### src/rtl/hex_rate_counter_if.sv
// Control and display-digit bundle between a rate-counter driver and the counter.
// Latency: none (wires only); the counter registers every output it drives.
// Backpressure: none; the counter samples its inputs on every rising clock edge.
interface hex_rate_counter_if;
  logic       enable;
  logic [1:0] speed;
  logic       load;
  logic [3:0] load_value;
  logic [3:0] count;
  logic       tick;
  logic       wrap;

  // Driver side: issues controls, observes the digit and its pulses
  modport master (
    output enable, speed, load, load_value,
    input  count, tick, wrap
  );

  // Counter side: consumes controls, produces the digit and its pulses
  modport slave (
    input  enable, speed, load, load_value,
    output count, tick, wrap
  );
endinterface

### src/rtl/hex_rate_counter.sv
// Rate-divided 0-F hex counter feeding the seven-segment decoder, with tick/wrap pulses.
// Latency: all outputs registered; an increment appears P enabled cycles after the last reload.
// Backpressure: none; enable=0 freezes divider and count. Define HEX_RATE_SIM_EN for 4/8/16-cycle periods.
module hex_rate_counter #(
  parameter int CLK_FREQ = 50000000
) (
  input  logic          clock,
  input  logic          reset,
  hex_rate_counter_if.slave bus
);

`ifdef HEX_RATE_SIM_EN
  // Short periods so a simulation sees many increments in a few hundred cycles
  localparam int DW = 5;
  localparam int P1 = 4;
  localparam int P2 = 8;
  localparam int P3 = 16;
`else
  // 28 bits holds 4 * 50e6 - 1, the longest reload value at the board clock
  localparam int DW = 28;
  localparam int P1 = CLK_FREQ;
  localparam int P2 = 2 * CLK_FREQ;
  localparam int P3 = 4 * CLK_FREQ;
`endif

  localparam logic [DW-1:0] RELOAD1 = DW'(P1 - 1);
  localparam logic [DW-1:0] RELOAD2 = DW'(P2 - 1);
  localparam logic [DW-1:0] RELOAD3 = DW'(P3 - 1);

  logic [3:0]    count_q, count_d;
  logic          tick_q,  tick_d;
  logic          wrap_q,  wrap_d;
  logic [DW-1:0] div_q,   div_d;
  logic [1:0]    speed_q, speed_d;

  // Divider reload value (P-1); speed 00 reloads to 0 so every enabled cycle expires
  function automatic logic [DW-1:0] reload_for(input logic [1:0] s);
    logic [DW-1:0] r;
    case (s)
      2'b01:   r = RELOAD1;
      2'b10:   r = RELOAD2;
      2'b11:   r = RELOAD3;
      default: r = '0;
    endcase
    return r;
  endfunction

  // Next-state: load beats a speed change, which beats normal enabled counting
  always_comb begin
    count_d = count_q;
    tick_d  = 1'b0;
    wrap_d  = 1'b0;
    div_d   = div_q;
    speed_d = speed_q;
    if (bus.load) begin
      // A load restarts the period at the stored rate; a pending speed change is seen next cycle
      count_d = bus.load_value;
      div_d   = reload_for(speed_q);
    end else if (bus.speed != speed_q) begin
      // Partial period at the old rate is discarded
      speed_d = bus.speed;
      div_d   = reload_for(bus.speed);
    end else if (bus.enable) begin
      if (div_q == '0) begin
        div_d   = reload_for(speed_q);
        count_d = count_q + 4'd1;
        tick_d  = 1'b1;
        wrap_d  = (count_q == 4'hF);
      end else begin
        div_d = div_q - DW'(1);
      end
    end
  end

  // State registers; reset primes the divider for whichever speed is selected right now
  always_ff @(posedge clock) begin
    if (reset) begin
      count_q <= 4'd0;
      tick_q  <= 1'b0;
      wrap_q  <= 1'b0;
      div_q   <= reload_for(bus.speed);
      speed_q <= bus.speed;
    end else begin
      count_q <= count_d;
      tick_q  <= tick_d;
      wrap_q  <= wrap_d;
      div_q   <= div_d;
      speed_q <= speed_d;
    end
  end

  assign bus.count = count_q;
  assign bus.tick  = tick_q;
  assign bus.wrap  = wrap_q;

endmodule

### src/flat_wrapper.sv
// flat-port wrapper written by rule: the top's interface ports become plain ports
module hex_rate_counter_flat 
#(
  parameter int CLK_FREQ = 50000000
)
  (clock, reset, bus_enable, bus_speed, bus_load, bus_load_value, bus_count, bus_tick, bus_wrap);
  hex_rate_counter_if bus_i ();
  input  logic clock;
  input  logic reset;
  input wire logic [$bits(bus_i.enable)-1:0] bus_enable;
  input wire logic [$bits(bus_i.speed)-1:0] bus_speed;
  input wire logic [$bits(bus_i.load)-1:0] bus_load;
  input wire logic [$bits(bus_i.load_value)-1:0] bus_load_value;
  output wire logic [$bits(bus_i.count)-1:0] bus_count;
  output wire logic [$bits(bus_i.tick)-1:0] bus_tick;
  output wire logic [$bits(bus_i.wrap)-1:0] bus_wrap;
  assign bus_i.enable = bus_enable;
  assign bus_i.speed = bus_speed;
  assign bus_i.load = bus_load;
  assign bus_i.load_value = bus_load_value;
  assign bus_count = bus_i.count;
  assign bus_tick = bus_i.tick;
  assign bus_wrap = bus_i.wrap;
  hex_rate_counter #(.CLK_FREQ(CLK_FREQ)) u_core (.clock(clock), .reset(reset), .bus(bus_i));
endmodule
### config.mk
export PLATFORM = sky130hd
export DESIGN_NAME = hex_rate_counter_flat
export DESIGN_NICKNAME = d
export VERILOG_FILES = /design/src/rtl/hex_rate_counter_if.sv /design/src/rtl/hex_rate_counter.sv /design/src/flat_wrapper.sv
export SDC_FILE = /design/constraint.sdc
export NUM_CORES = 1
export LEC_CHECK = 0
export ABC_AREA = 1
export CAP_MARGIN = 30
export CORE_ASPECT_RATIO = 0.9
export CORE_MARGIN = 4
export CORE_UTILIZATION = 65
export DETAILED_ROUTE_END_ITERATION = 7
export PLACE_DENSITY = 0.9
export SYNTH_ARGS = -nofsm -noshare
export SYNTH_HDL_FRONTEND = slang
export SYNTH_SLANG_ARGS = --single-unit
### constraint.sdc
create_clock -name clock -period 5.05 [get_ports clock]
set_input_delay 1.01 -clock clock [delete_from_list [all_inputs] [get_ports clock]]
set_output_delay 1.01 -clock clock [all_outputs]
set_load 0.02 [all_outputs]
=== Word level (Yosys, flattened, before mapping) ===
Cells that the tools add are included.

* Memories: 0
* Register bits after elaboration: 36
* Input port bits: 10
* Word-level logic and storage cells: 43
* Memory bits (read-only): 0
* RAM bits: 0
* Bits in latches: 0

* Muxes and demuxes: 15
* Add/subtract/negate cells: 2
* Reduce and logical (&&, ||, !) cells: 9
* Bitwise logic cells: 2
* Shift operators: 0
* Div/mod/pow operators: 0
* $lt $le $gt $ge: 0
* Equality and inequality tests: 10
* $mul: 0

{| class="wikitable"
|+ Operators with widths
! operator !! number
|-
| one-hot mux 28 bit (3 select lines) || 2
|-
| 2-to-1 mux 28 bit || 5
|-
| zero test 28 bit || 1
|-
| subtractor 28 x 1 -> 28 bit, second input constant || 1
|-
| 2-to-1 mux 4 bit || 4
|-
| equality test 2 bit, second input constant || 4
|-
| 2-to-1 mux 2 bit || 3
|-
| nonzero test 2 bit || 3
|-
| OR reduction 5 bit || 1
|-
| adder 4 x 1 -> 4 bit, second input constant || 1
|-
| equality test 2 x 1 -> 1 bit, second input constant || 2
|-
| equality test 4 bit, second input constant || 1
|-
| != test 2 bit, second input constant || 2
|-
| nonzero test 4 bit || 1
|-
| OR reduction 4 bit || 1
|-
| AND reduction 3 bit || 1
|-
| != test 2 bit || 1
|-
| inverter 1 bit || 2
|-
| AND reduction 2 bit || 1
|-
| 2-to-1 mux 1 bit || 1
|}

=== Longest topological paths before layout ===
* Depth after elaboration: 7
* Depth in mapped cells: 15
* Gate-level depth less buffers: 15

=== Worst setup path after synthesis ===
No wires, ideal clock.

* Path kind: input -> register
* Start: input port bus_load
* End: register u_core.div_q[0] (enable)
* Buffers on the path: 2
* Stages: 7
* Data arrival time: 2.197 ns
* Setup time: 0.371 ns
* Slack: 2.482 ns
* Cell sequence: clkbuf_1 -> inv_1 -> nand2_4 -> nor2_4 -> buf_6 -> inv_1 -> or2_2

* Word-level cells in the longest chain between the ends: 1

{| class="wikitable"
|+ RTL lines
! what !! line !! source
|-
| start, declared || flat_wrapper.sv:12 || <nowiki>input wire logic [$bits(bus_i.load)-1:0] bus_load;</nowiki>
|-
| nonzero test 4 bit (no line) || n/a ||
|-
| end signal, assigned || hex_rate_counter.sv:81 || <nowiki>div_q <= reload_for(bus.speed);</nowiki>
|-
| end signal, assigned || hex_rate_counter.sv:87 || <nowiki>div_q <= div_d;</nowiki>
|-
| end, declared || hex_rate_counter.sv:33 || <nowiki>logic [DW-1:0] div_q, div_d;</nowiki>
|}

No other way between the ends.
A chain may end at the register's enable or synchronous reset.

=== Worst setup path in the final report ===
* Start: input port bus_speed[0]
* End: register u_core.div_q[26] (enable)

* Word-level cells in the longest chain between the ends: 2

{| class="wikitable"
|+ RTL lines
! what !! line !! source
|-
| start, declared || flat_wrapper.sv:11 || <nowiki>input wire logic [$bits(bus_i.speed)-1:0] bus_speed;</nowiki>
|-
| != test 2 bit || hex_rate_counter.sv:59 || <nowiki>end else if (bus.speed != speed_q) begin</nowiki>
|-
| nonzero test 4 bit (no line) || n/a ||
|}

No other way between the ends.

==> run metrics <==
Startpoint Class=primary input; CTS Buf Count=5; total number of vias=2463; combinational share of power=25.8%; status=finished clean; IO Port Bufs=15; I/O pin count=16; Worst EP arrival=3130 ps; Initial Utilization=68.6%; largest net degree at the start of global routing=29; overall global routing resource usage=25.2%; CTS H-Tree Depth=2; hpwl dp=5110 µm; max-slew violations=0; Layout Nets=406; Syn Inst Count=369; first-pass GRT wire length=10900 µm; 1st-iter DRT viols=244; area delta synth->final=9.43%; # hold bufs at CTS=0; Seq pwr share=48.7%; Vias/cell=5.52; initial antenna violation count=0; Yosys reg bits=36; Cell variety after synth=42; worst min path class=flop to flop; total wire length=6510 µm; Fill cells=306; syn avg cell area=7.73 µm²; Tot Pwr=0.000817 W; die area=5510 µm²; CP required=5000 ps; RSZ-0062 raised after global routing=no; switching share of power=32.8%; max-cap check violation count=0; syn nets=390; DR pass1 iterations=5; Crit Path Class=primary input to flop; Placer Congestion=1.02; Clock power frac=25.6%; core area=4160 µm²; gr ovfl total=0; Finish-stage setup viols=0; crit-path max FO=28; die height=70.8 µm; Fin Setup TNS=0 ps; Tightest Pin Transition=686 ps; CTS tree=yes; worst clock skew=10.9 ps; Final ANT Viol Nets=0; period utilisation layout=63.1%; Leak Pwr=1.37 nW; Fin. Hold Viols=0; critical path capture point type=flop; Rows=22; Max Root-Sink Buffers=2; relative slew slack=54.2%; Clock Sinks=36; WL per Instance=14.6 µm; post-CTS resize count=0; antenna fix cells=0; die width=77.8 µm; worst vdd ir=205 µV; Reg clk slew, reported paths=60 ps; # DRC=0; buffer count from post-CTS setup fixing=0; Fmax=314 MHz; synth warn=0; Psw=0.000268 W; area of the mapped netlist=2850 µm²; Root Driver=clkbuf_8; PD cells=262 nW/µm²; min cycle time layout=3190 ps; layout cells sized above 1=14.8%; vias in the first global route=2337; clk_lat worst skew=290 ps; sequential area share after synthesis=35.8%; cell-internal power=0.000549 W
==> power by group through the flow <==
stage | logic, W | clock network [W] | registers [W]
after detailed placement | 0.000206 | 0 | 0.000403
after floorplan | 0.000158 | 0 | 0.000396
final | 0.000211 | 0.000209 | 0.000398
after global routing | 0.000234 | 0.000226 | 0.000402
after CTS | 0.000208 | 0.000210 | 0.000397
after global placement | 0.000200 | 0 | 0.000402
==> critical path: stages <==
cell and delay (ps):
clkdlybuf4s50_1 570, xnor2_1 170, nand2_2 150, clkinv_2 120, nand2_4 70, nor2_4 290, inv_1 160, or2_2 580
==> cell families after synthesis <==
group	synth area share, %
adders and majority gates	4.83
DFF	35.8
xor gates and xnor gates	5.22
and+or+nand+nor	36.1
buffers and inverters	7.55
AOI/OAI and AO/OA	10.5
==> cell usage after synthesis, drive strengths merged <==
| cell type | instances | share of area (%) |
|---|---|---|
| nand2 | 104 | 15 |
| clkbuf | 2 | 0.26 |
| nor3b | 1 | 0.44 |
| buf | 4 | 1.4 |
| a31oi | 3 | 0.66 |
| xnor2 | 8 | 2.5 |
| o32ai | 1 | 0.31 |
| o31ai | 1 | 0.44 |
| nand3b | 2 | 0.97 |
| and2 | 3 | 0.66 |
| dfxtp | 6 | 4.2 |
| nand3 | 26 | 5.4 |
| a21oi | 10 | 1.9 |
| nor2 | 57 | 10 |
| nor3 | 7 | 1.6 |
| or3 | 1 | 0.22 |
| o211ai | 1 | 0.44 |
| ha | 11 | 4.8 |
| nand4 | 3 | 0.66 |
| o21ai | 31 | 6.5 |
| edfxtp | 30 | 32 |
| clkinv | 1 | 0.18 |
| xor2 | 9 | 2.8 |
| or2 | 3 | 0.66 |
| inv | 43 | 5.7 |
| o21a | 1 | 0.26 |
==> metrics by stage <==
step / hold slack, ps / setup WS, ps / instance area, µm² / std cells / utilization, %
floorplan: 561 / 2480 / 2850 / 369 / -
global placement: 547 / 1710 / 3030 / 438 / 72.9
detailed placement: 545 / 1600 / 3030 / 438 / 72.9
CTS: 560 / 1890 / 3120 / 446 / 75.1
global route: 591 / 1700 / 3120 / 446 / 75.1
finish: 567 / 1860 / 3120 / 446 / 75.1
==> sequential cells by signal, indices dropped and copies added, names as in the netlist <==
name / cells
u_core.bus.count: 4
u_core.bus.tick: 1
u_core.bus.wrap: 1
u_core.div_q: 28
u_core.speed_q: 2
==> worst paths after layout <==
kind | start | endpoint | slack, ps | cells past startpoint
setup / recovery | bus_speed[0] | u_core.div_q[26] | 1860 | 8
hold / removal | u_core.bus.count[3] | u_core.bus.wrap | 570 | 2
setup reg to reg | u_core.speed_q[0] | u_core.div_q[26] | 2620 | 7
hold reg to reg | u_core.bus.count[3] | u_core.bus.wrap | 570 | 2
==> layer usage <==
metal	share of wire [%]	track usage, %
met1	46	35.6
met2	45	39.2
met3	6.7	4.71
met4	1.8	8.30
met5	0	0
==> final cells by class <==
type                       instances  area (µm²)  share of cell area, %
multi-input combinational        283        1620                   51.8
sequential                        36        1020                   32.7
inverter                          44         169                   5.41
timing repair buffer              15         150                   4.81
clock buffer                       8        90.1                   2.89
tap                               60        75.1                   2.41
==> layout by cell type (no fill, tap or decap), drive strengths merged <==
| cell | n |
|---|---|
| ha | 11 |
| or2 | 3 |
| o32ai | 1 |
| nand3 | 26 |
| nor3 | 7 |
| xnor2 | 8 |
| dfxtp | 6 |
| and2 | 3 |
| nor2 | 57 |
| o21ai | 31 |
| nor3b | 1 |
| xor2 | 9 |
| inv | 43 |
| a21oi | 10 |
| nand4 | 3 |
| clkdlybuf4s50 | 15 |
| o211ai | 1 |
| o31ai | 1 |
| nand2 | 104 |
| a31oi | 3 |
| clkinv | 1 |
| edfxtp | 30 |
| clkbuf | 8 |
| nand3b | 2 |
| or3 | 1 |
| o21a | 1 |
Power figures use the tool's default switching activity.
